## config.mk

```make
export PLATFORM = sky130hd
export DESIGN_NAME = spi_master_cfg
export DESIGN_NICKNAME = d
export VERILOG_FILES = /design/src/rtl/spi_pkg.sv /design/src/rtl/spi_clkgen.sv /design/src/rtl/spi_master_cfg.sv
export SDC_FILE = /design/constraint.sdc
export NUM_CORES = 1
export LEC_CHECK = 0
export BUFFER_PORTS_ARGS = -buffer_cell sky130_fd_sc_hd__buf_2
export CORE_UTILIZATION = 60
export CTS_CLUSTER_DIAMETER = 40
export DETAILED_ROUTE_END_ITERATION = 16
export GPL_TIMING_DRIVEN = 0
export PLACE_DENSITY = 0.85
export SETUP_SLACK_MARGIN = 0.15
export SYNTH_ARGS = -nofsm -noshare
export SYNTH_HDL_FRONTEND = slang
export SYNTH_SLANG_ARGS = --single-unit
```

## constraint.sdc

```tcl
create_clock -name clk -period 5.85 [get_ports clk]
set_input_delay 0.585 -clock clk [delete_from_list [all_inputs] [get_ports clk]]
set_output_delay 0.585 -clock clk [all_outputs]
set_load 0.05 [all_outputs]
```

## src/rtl/spi_pkg.sv

```systemverilog
// Shared definitions for the configurable SPI master and any SPI slave models.
// Holds the FSM state encoding, the CPOL/CPHA mode pair and the four standard modes.
package spi_pkg;

  typedef enum logic [2:0] {
    IDLE,
    SETUP,
    SHIFT,
    HOLD,
    TRAIL
  } state_t;

  typedef struct packed {
    logic cpol;
    logic cpha;
  } spi_mode_t;

  localparam spi_mode_t MODE0 = '{cpol: 1'b0, cpha: 1'b0};
  localparam spi_mode_t MODE1 = '{cpol: 1'b0, cpha: 1'b1};
  localparam spi_mode_t MODE2 = '{cpol: 1'b1, cpha: 1'b0};
  localparam spi_mode_t MODE3 = '{cpol: 1'b1, cpha: 1'b1};

  // Data is sampled on leading edges for CPHA=0 and on trailing edges for CPHA=1.
  function automatic logic is_sample_edge(spi_mode_t mode, logic leading);
    return leading ^ mode.cpha;
  endfunction

endpackage

```

## src/rtl/spi_clkgen.sv

```systemverilog
// SCK timebase: one-cycle tick every H = max(div,1) clk cycles while enabled.
// The count restarts from the current divider on every rising edge of en.
module spi_clkgen #(
  parameter int DIV_W = 16
) (
  input  logic             clk,
  input  logic             rst_n,
  input  logic             en,
  input  logic [DIV_W-1:0] div,
  output logic             tick
);

  logic [DIV_W-1:0] cnt;
  logic [DIV_W-1:0] reload;
  logic [DIV_W-1:0] cur;
  logic             en_q;

  assign reload = (div == '0) ? '0 : div - 1'b1;
  // On the first enabled cycle the stale counter is ignored, so the first
  // tick lands exactly H cycles after en rises (immediately when H = 1).
  assign cur    = (en && !en_q) ? reload : cnt;
  assign tick   = en && (cur == '0);

  always_ff @(posedge clk or negedge rst_n) begin
    if (!rst_n) begin
      cnt  <= '0;
      en_q <= 1'b0;
    end else begin
      en_q <= en;
      if (en) begin
        cnt <= tick ? reload : cur - 1'b1;
      end
    end
  end

endmodule

```

## src/rtl/spi_master_cfg.sv

```systemverilog
// Runtime-configurable SPI master: four CPOL/CPHA modes, MSB/LSB-first,
// programmable SCK half-period and one-hot chip selects held across multi-word transactions.
module spi_master_cfg
  import spi_pkg::*;
#(
  parameter  int DATA_W = 8,
  parameter  int NUM_CS = 2,
  parameter  int DIV_W  = 16,
  localparam int CS_W   = (NUM_CS > 1) ? $clog2(NUM_CS) : 1
) (
  input  logic              clk,
  input  logic              rst_n,
  input  logic              cfg_cpol,
  input  logic              cfg_cpha,
  input  logic              cfg_lsb_first,
  input  logic [DIV_W-1:0]  cfg_div,
  input  logic [CS_W-1:0]   cs_sel,
  input  logic              start,
  input  logic              last,
  input  logic [DATA_W-1:0] tx_data,
  output logic              ready,
  output logic              busy,
  output logic [DATA_W-1:0] rx_data,
  output logic              rx_valid,
  output logic              sck,
  output logic              mosi,
  input  logic              miso,
  output logic [NUM_CS-1:0] cs_n
);

  localparam int BC_W = $clog2(2 * DATA_W);
  localparam logic [BC_W-1:0] LAST_EDGE = BC_W'(2 * DATA_W - 1);

  state_t            state;
  spi_mode_t         mode_q;
  logic [DIV_W-1:0]  div_q;
  logic              lsb_q;
  logic              last_q;
  logic [DATA_W-1:0] tx_sr;
  logic [DATA_W-1:0] rx_sr;
  logic [BC_W-1:0]   bit_cnt;

  logic tick;
  logic clk_en;
  logic accept;
  logic word_cpha;
  logic toggle;
  logic leading;
  logic final_edge;
  logic sample_now;

  function automatic logic head_bit(logic [DATA_W-1:0] w, logic lsb);
    return lsb ? w[0] : w[DATA_W-1];
  endfunction

  function automatic logic [DATA_W-1:0] drop_bit(logic [DATA_W-1:0] w, logic lsb);
    return lsb ? {1'b0, w[DATA_W-1:1]} : {w[DATA_W-2:0], 1'b0};
  endfunction

  function automatic logic [DATA_W-1:0] push_bit(logic [DATA_W-1:0] w, logic b, logic lsb);
    return lsb ? {b, w[DATA_W-1:1]} : {w[DATA_W-2:0], b};
  endfunction

  // Out-of-range selects match no line, so the word still runs with every CS high.
  function automatic logic [NUM_CS-1:0] cs_decode(logic [CS_W-1:0] sel);
    logic [NUM_CS-1:0] cs;
    cs = '1;
    for (int i = 0; i < NUM_CS; i++) begin
      if (sel == CS_W'(i)) cs[i] = 1'b0;
    end
    return cs;
  endfunction

  assign ready      = (state == IDLE) || (state == HOLD);
  assign busy       = (state != IDLE);
  assign clk_en     = (state == SETUP) || (state == SHIFT) || (state == TRAIL);
  assign accept     = start && ready;
  // The first word of a transaction uses the live CPHA; later words reuse the latched one.
  assign word_cpha  = (state == IDLE) ? cfg_cpha : mode_q.cpha;
  // The SETUP-closing tick is also the first SCK edge, so CS-low to first edge is exactly H.
  assign toggle     = tick && ((state == SETUP) || (state == SHIFT));
  assign leading    = ~bit_cnt[0];
  assign final_edge = (bit_cnt == LAST_EDGE);
  assign sample_now = is_sample_edge(mode_q, leading);

  spi_clkgen #(.DIV_W(DIV_W)) u_clkgen (
    .clk   (clk),
    .rst_n (rst_n),
    .en    (clk_en),
    .div   (div_q),
    .tick  (tick)
  );

  // NOTE: every register here is assigned with <= so all of them see pre-edge
  // values; later assignments in this block intentionally override earlier ones.
  always_ff @(posedge clk or negedge rst_n) begin
    if (!rst_n) begin
      state    <= IDLE;
      mode_q   <= MODE0;
      div_q    <= '0;
      lsb_q    <= 1'b0;
      last_q   <= 1'b0;
      tx_sr    <= '0;
      rx_sr    <= '0;
      bit_cnt  <= '0;
      sck      <= 1'b0;
      mosi     <= 1'b0;
      cs_n     <= '1;
      rx_data  <= '0;
      rx_valid <= 1'b0;
    end else begin
      rx_valid <= 1'b0;

      case (state)
        IDLE: begin
          sck  <= cfg_cpol;
          mosi <= 1'b0;
          cs_n <= '1;
        end
        HOLD: begin
          sck <= mode_q.cpol;
        end
        TRAIL: begin
          sck <= mode_q.cpol;
          if (tick) begin
            cs_n  <= '1;
            state <= IDLE;
          end
        end
        default: ;
      endcase

      if (accept) begin
        div_q   <= cfg_div;
        lsb_q   <= cfg_lsb_first;
        last_q  <= last;
        bit_cnt <= '0;
        state   <= SETUP;
        // CPHA=0 must present the first bit before the first (sampling) edge.
        if (!word_cpha) begin
          mosi  <= head_bit(tx_data, cfg_lsb_first);
          tx_sr <= drop_bit(tx_data, cfg_lsb_first);
        end else begin
          tx_sr <= tx_data;
        end
        if (state == IDLE) begin
          mode_q <= '{cpol: cfg_cpol, cpha: cfg_cpha};
          cs_n   <= cs_decode(cs_sel);
        end
      end

      if (toggle) begin
        sck     <= ~sck;
        bit_cnt <= bit_cnt + 1'b1;
        if (state == SETUP) state <= SHIFT;

        if (sample_now) begin
          rx_sr <= push_bit(rx_sr, miso, lsb_q);
        end else if (!final_edge) begin
          mosi  <= head_bit(tx_sr, lsb_q);
          tx_sr <= drop_bit(tx_sr, lsb_q);
        end

        // For CPHA=1 the final edge is also the last sample, so fold miso in directly.
        if (final_edge) begin
          rx_data  <= mode_q.cpha ? push_bit(rx_sr, miso, lsb_q) : rx_sr;
          rx_valid <= 1'b1;
          state    <= last_q ? TRAIL : HOLD;
        end
      end
    end
  end

endmodule

```

==> results.sh, run 1 <==
export IMPL_finClkSkew_ns=0.01150
export IMPL_drc=0
export IMPL_yosysTopAreaCellShare=0.3479
export IMPL_syn_area_mm2=0.005107
export IMPL_p_seq_frac=0.343
export IMPL_hp_class="in -> async"
export IMPL_seq_area_frac_synth=0.3582
export IMPL_root_buffer="clkbuf_8"
export IMPL_synthArstFlopShare=1.000
export IMPL_synth_edf_count=0
export IMPL_synthCells=600
export IMPL_syn2layout_area_growth_pct=12.42
export IMPL_nets=695
export IMPL_final_common_cell="nand2_1"
export IMPL_rsz0062_at_grt="false"
export IMPL_ir_drop_uv=318.9
export IMPL_reg2regPathDepth=14
export IMPL_p_comb_frac=0.463
export IMPL_cts_buffer_depth=2
export IMPL_antenna_found_initial=0
export IMPL_crit_required_ns=6.07
export IMPL_setup_viol=0
export IMPL_ant_nets=0
export IMPL_slew_headroom=0.3322
export IMPL_hold_viol=0
export IMPL_synthTopCellsByArea="dfrtp_1 (35%), mux2i_1 (7.8%), nand2_1 (7.1%)"
export IMPL_die_w_um=94.26
export IMPL_fmax_mhz=198.9
export IMPL_placed_area_mm2=0.005499
export IMPL_n_antenna_cell=0
export IMPL_dp_hpwl_um=9493
export IMPL_portBuffers=46
export IMPL_syn_nets=637
export IMPL_die_h_um=94.26
export IMPL_crit_type="reg -> reg"
export IMPL_endpoint_kind="flip-flop"
export IMPL_setup_tns_ns=0
export IMPL_clock_latency_ns=0.35
export IMPL_hold_buffers=0
export IMPL_final_area_mm2=0.005742
export IMPL_grt_pass1_vias=4711
export IMPL_drt_first_pass_iters=6
export IMPL_num_vias=5002
export IMPL_worst_slew_pin_slew_ns=0.9973
export IMPL_rr_startpoint="u_clkgen.en_q"
export IMPL_mostFrequentLayoutCells="nand2_1 (96), dfrtp_1 (71), nor2_1 (59)"
export IMPL_core_mm2=0.008217
export IMPL_postCtsResizedCells=0
export IMPL_clk_pin_slew_worst_paths_ns=0.09
export IMPL_grt_usage=0.3203
export IMPL_post_route_period_util=0.8593
export IMPL_wl_um=13610
export IMPL_cts_sinks=73
export IMPL_cts_tree="built"
export IMPL_placementRows=33
export IMPL_grt_max_degree=51
export IMPL_ys_flop_type="dfrtp_1"
export IMPL_cts_max_level=3
export IMPL_cts_made_buffers=9
export IMPL_r2r_slack_ns=0.82
export IMPL_dieArea_mm2=0.008885
export IMPL_drive_above_1_share=0.1840
export IMPL_status="finished clean"
export IMPL_p_sw_frac=0.4436
export IMPL_max_cap_violations=0
export IMPL_io_pins=48
export IMPL_via_per_inst=6.513
export IMPL_crit_fanout=10
export IMPL_place_congestion=0.9303
export IMPL_drt_initial_drc_count=538
export IMPL_slew_viol_final=0
export IMPL_crit_arrival_ns=5.25
export IMPL_power_switching_w=0.001136
export IMPL_r2r_end="rx_data[3]"
export IMPL_fin_util=0.6988
export IMPL_grt_pass1_wl_um=22110
export IMPL_internal_power_w=0.001424
export IMPL_synth_top_area_cell="dfrtp_1"
export IMPL_p_leak_nw=2.505
export IMPL_yosys_warnings=0
export IMPL_post_synth_cell_area_avg_um2=8.512
export IMPL_crit_path_start_kind="flip-flop"
export IMPL_wl_per_cell_um=17.73
export IMPL_start_util=0.6216
export IMPL_period_needed_ns=5.027
export IMPL_ys_seq_elements=73
export IMPL_post_cts_repair_setup_buffers=0
export IMPL_power_per_cell_area_mw_per_mm2=445.8
export IMPL_yosysUniqueCellTypes=79
export IMPL_power_share_clock=0.194
export IMPL_grt_overflow=0
cells in the mapped netlist (3+ instances only):
library cell,instances
a211oi_1,9
a21oi_1,37
a21oi_2,3
a221oi_1,3
a22o_1,3
a22oi_1,3
a311oi_1,3
a31oi_1,4
a32oi_1,3
and3_1,5
buf_1,6
buf_2,7
buf_6,5
clkbuf_1,21
dfrtp_1,71
ha_1,4
inv_1,6
mux2_1,8
mux2_2,4
mux2i_1,40
nand2_1,96
nand2_2,5
nand2b_1,6
nand3_1,17
nand3b_1,3
nand4_1,5
nor2_1,59
nor2b_1,4
nor3_1,22
nor4_1,8
nor4b_1,3
o21a_1,5
o21ai_0,21
o21ai_1,5
o21ai_2,9
o221a_2,3
o31ai_1,4
or2_2,3
or3_1,10
or4_4,3
xnor2_1,6
xor2_1,8
power by group through the flow:
stage	Combinational (W)	Clock [W]	Sequential, W
after global placement	0.00111	0	0.000866
after detailed placement	0.00115	0	0.000876
after CTS	0.00116	0.000497	0.000867
final	0.00119	0.000497	0.000877
after global routing	0.00129	0.000524	0.000898
after floorplan	0.000864	0	0.000873
how the worst max path moves through the flow:
stage / start / to / slack [ns] / cells past startpoint
floorplan: state[0] / u_clkgen.cnt[14] / 2.04 / 15
global placement: u_clkgen.en_q / rx_data[6] / 1.11 / 14
detailed placement: u_clkgen.en_q / rx_data[3] / 1.07 / 14
CTS: u_clkgen.en_q / rx_data[3] / 1.01 / 14
global route: u_clkgen.en_q / rx_data[3] / 0.66 / 14
finish: u_clkgen.en_q / rx_data[3] / 0.82 / 14
state kept, by name (all words and copies together), names as in the netlist, 2 cells and up:
name	flops
rx_sr	8
u_clkgen.cnt	16
bit_cnt	4
cs_n	2
tx_sr	8
state	3
mode_q	2
rx_data	8
div_q	16
worst max-delay path: stages, from the launching register on:
cell and delay [ns]:
dfrtp_1 0.37, clkbuf_1 0.26, inv_1 0.36, o211a_1 0.33
buf_2 0.29, buf_1 0.40, clkbuf_1 0.51, mux2i_1 0.34
ha_1 0.19, nand3_1 0.07, nor3_1 0.43, o2111ai_4 0.38
nor3_2 0.38, buf_6 0.20, mux2_1 0.36
through the flow:
| stage | hold slack [ns] | instances | power, W | worst slack [ns] |
|---|---|---|---|---|
| after floorplan | 0.2894 | 600 | 0.001737 | 2.045 |
| after global placement | 0.4629 | 751 | 0.001972 | 1.111 |
| after detailed placement | 0.4745 | 752 | 0.002030 | 1.073 |
| after CTS | 0.1430 | 768 | 0.002529 | 1.009 |
| after global routing | 0.1475 | 768 | 0.002717 | 0.6565 |
| final | 0.1274 | 768 | 0.002560 | 0.8229 |
area by class of cell:
cell class / instances / area (um2)
Buffer: 41 / 205.2
Clock buffer: 10 / 127.6
Clock inverter: 6 / 115.1
Fill cell: 656 / 2475
Inverter: 6 / 22.52
Multi-Input combinational cell: 480 / 3050
Sequential cell: 73 / 1829
Tap cell: 105 / 131.4
Timing Repair Buffer: 47 / 260.3
per-layer routing:
metal,share of wire,GRT usage,wire length [um]
met1,0.42,0.4133,5650
met2,0.48,0.5163,6487
met3,0.072,0.05663,976
met4,0.037,0.1551,499
met5,0,0,0
cells by family (layout without fill, tap and decap cells):
family | after synthesis | count (layout) | synth area share
muxes | 52 | 52 | 0.1048
AOI/OAI and AO/OA | 145 | 145 | 0.2026
DFF | 73 | 73 | 0.3582
adders and majority gates | 4 | 4 | 0.009800
buffers and inverters | 47 | 110 | 0.04458
and+or+nand+nor | 265 | 265 | 0.2560
xor gates and xnor gates | 14 | 14 | 0.02401
(Power assumes the default switching activity.)
==> run 2, diff against run 1 <==
--- a/config.mk
+++ b/config.mk
@@ -6,11 +6,13 @@
 export NUM_CORES = 1
 export LEC_CHECK = 0
 export BUFFER_PORTS_ARGS = -buffer_cell sky130_fd_sc_hd__buf_2
-export CORE_UTILIZATION = 60
+export CELL_PAD_IN_SITES_DETAIL_PLACEMENT = 2
+export CELL_PAD_IN_SITES_GLOBAL_PLACEMENT = 2
+export CORE_UTILIZATION = 40
 export CTS_CLUSTER_DIAMETER = 40
 export DETAILED_ROUTE_END_ITERATION = 16
 export GPL_TIMING_DRIVEN = 0
-export PLACE_DENSITY = 0.85
+export PLACE_DENSITY = 0.91
 export SETUP_SLACK_MARGIN = 0.15
 export SYNTH_ARGS = -nofsm -noshare
 export SYNTH_HDL_FRONTEND = slang
==> run 2 against run 1 <==
Compared with the run above:
- worst setup slack got worse by 0.44 ns
- sequential share of layout area down 1.0 points
- cell count grew 8.2%
- highest routed layer unchanged
- sequential power up 4.4%
- largest power group unchanged
- die area rose by 49%
==> results.sh, run 2 (synthesis gave the netlist of run 1 again) <==
export IMPL_internal_power_w=0.001563
export IMPL_crit_fanout=10
export IMPL_p_leak_nw=2.555
export IMPL_status="finished clean"
export IMPL_p_comb_frac=0.456
export IMPL_clock_latency_ns=0.37
export IMPL_reg2regPathDepth=15
export IMPL_rsz0062_at_grt="false"
export IMPL_core_mm2=0.01221
export IMPL_multi_input_area_mm2=0.003050
export IMPL_finClkSkew_ns=0.01341
export IMPL_via_per_inst=6.353
export IMPL_slew_viol_final=0
export IMPL_top_regs="div_q: 16 flops, u_clkgen.cnt: 16 flops"
export IMPL_drt_first_pass_iters=5
export IMPL_r2r_slack_ns=0.38
export IMPL_postCtsResizedCells=0
export IMPL_period_needed_ns=5.468
export IMPL_root_buffer="clkbuf_16"
export IMPL_p_seq_frac=0.310
export IMPL_hold_viol=0
export IMPL_num_vias=5279
export IMPL_grt_max_degree=59
export IMPL_syn2layout_area_growth_pct=16.05
export IMPL_grt_pass1_vias=6031
export IMPL_max_cap_violations=0
export IMPL_cts_buffer_depth=2
export IMPL_setup_tns_ns=0
export IMPL_post_cts_repair_setup_buffers=0
export IMPL_io_pins=48
export IMPL_power_switching_w=0.001395
export IMPL_wl_um=22620
export IMPL_fin_ws_ns=0.3822
export IMPL_dieArea_mm2=0.01322
export IMPL_drc=0
export IMPL_post_route_period_util=0.9347
export IMPL_final_area_mm2=0.005927
export IMPL_crit_required_ns=6.08
export IMPL_hp_class="in -> async"
export IMPL_die_w_um=115.0
export IMPL_startpoint="state[0]"
export IMPL_ant_nets=0
export IMPL_crit_end="u_clkgen.cnt[10]"
export IMPL_cts_made_buffers=9
export IMPL_grt_overflow=0
export IMPL_drt_initial_drc_count=321
export IMPL_fillCellCount=1353
export IMPL_crit_arrival_ns=5.70
export IMPL_start_util=0.4182
export IMPL_worst_slew_pin_slew_ns=1.102
export IMPL_mostFrequentLayoutCells="nand2_1 (96), dfrtp_1 (71), nor2_1 (59)"
export IMPL_setup_viol=0
export IMPL_slew_headroom=0.2622
export IMPL_grt_pass1_wl_um=35530
export IMPL_final_common_cell="nand2_1"
export IMPL_nets=695
export IMPL_place_congestion=0.8609
export IMPL_drive_above_1_share=0.1855
export IMPL_portBuffers=46
export IMPL_cts_tree="built"
export IMPL_ir_drop_uv=334.3
export IMPL_n_antenna_cell=0
export IMPL_cts_max_level=3
export IMPL_power_per_cell_area_mw_per_mm2=499.2
export IMPL_power_share_clock=0.234
export IMPL_grt_usage=0.3644
export IMPL_die_h_um=115.0
export IMPL_p_sw_frac=0.4716
export IMPL_r2r_end="u_clkgen.cnt[10]"
export IMPL_pre_cts_slack_ns=0.8595
export IMPL_dp_hpwl_um=14050
export IMPL_crit_type="reg -> reg"
export IMPL_fmax_mhz=182.9
export IMPL_seqCellArea_mm2=0.001829
export IMPL_rr_startpoint="state[0]"
export IMPL_cts_sinks=73
export IMPL_wl_per_cell_um=27.22
export IMPL_fin_util=0.4853
export IMPL_clk_pin_slew_worst_paths_ns=0.07
export IMPL_placed_area_mm2=0.005578
export IMPL_placementRows=40
export IMPL_crit_path_start_kind="flip-flop"
export IMPL_hold_buffers=0
export IMPL_antenna_found_initial=0
export IMPL_endpoint_kind="flip-flop"
[run 2: worst min-delay path by stage]
stage	start	to	slack [ns]	cells after the start
3_3_place_gp	rx_data[7]	rx_data[7]	0.46	1
6_report	rst_n	u_clkgen.cnt[4]	0.09	1
3_5_place_dp	rx_data[1]	rx_data[1]	0.47	1
2_1_floorplan	rst_n	bit_cnt[0]	0.29	0
4_1_cts	rst_n	div_q[11]	0.09	1
5_1_grt	rst_n	u_clkgen.cnt[6]	0.10	1
[run 2: worst max-delay path, cell delays in order (launching register included)]
cell and delay [ns]:
dfrtp_1 0.41, buf_2 0.21, o21ai_0 0.53, o211a_1 0.41
buf_2 0.32, buf_1 0.45, clkbuf_1 0.57, mux2i_1 0.34
ha_1 0.30, or3b_2 0.46, buf_2 0.20, a211oi_4 0.34
nor2_1 0.08, o211ai_1 0.17, o21ai_0 0.16, a21oi_1 0.36
[run 2: layout make-up]
cell class                 instances  share of cell area
buffer                            41             0.03462
clock buffer                       9             0.03800
clock inverter                     7             0.02090
inverter                           6            0.003800
multi-input combinational        480              0.5147
sequential                        73              0.3086
tap                              168             0.03547
timing repair buffer              47             0.04391
[run 2: power groups by stage]
| stage | Sequential [W] | Combinational [W] | Clock [W] |
|---|---|---|---|
| global route | 0.000931 | 0.00144 | 0.000712 |
| global placement | 0.000872 | 0.00114 | 0 |
| detailed placement | 0.000895 | 0.00126 | 0 |
| CTS | 0.000904 | 0.00133 | 0.000695 |
| finish | 0.000916 | 0.00135 | 0.000693 |
| floorplan | 0.000873 | 0.000864 | 0 |
[run 2: layer usage]
layer / share of wire / wire length [um] / GRT usage / up-vias
met2: 0.52 / 11700 / 0.6578 / 191
met4: 0.043 / 962 / 0.2009 / 0
met1: 0.39 / 8913 / 0.4048 / 2708
met3: 0.046 / 1044 / 0.06642 / 87
met5: 0 / 0 / 0 / -
li1: - / - / - / 2293
[run 2: metrics by stage]
stage / total power [W] / hold WS [ns] / cells
after floorplan: 0.001737 / 0.2894 / 600
after global routing: 0.003085 / 0.1024 / 831
after detailed placement: 0.002153 / 0.4691 / 815
after global placement: 0.002009 / 0.4633 / 814
final: 0.002959 / 0.08544 / 831
after CTS: 0.002932 / 0.09318 / 831
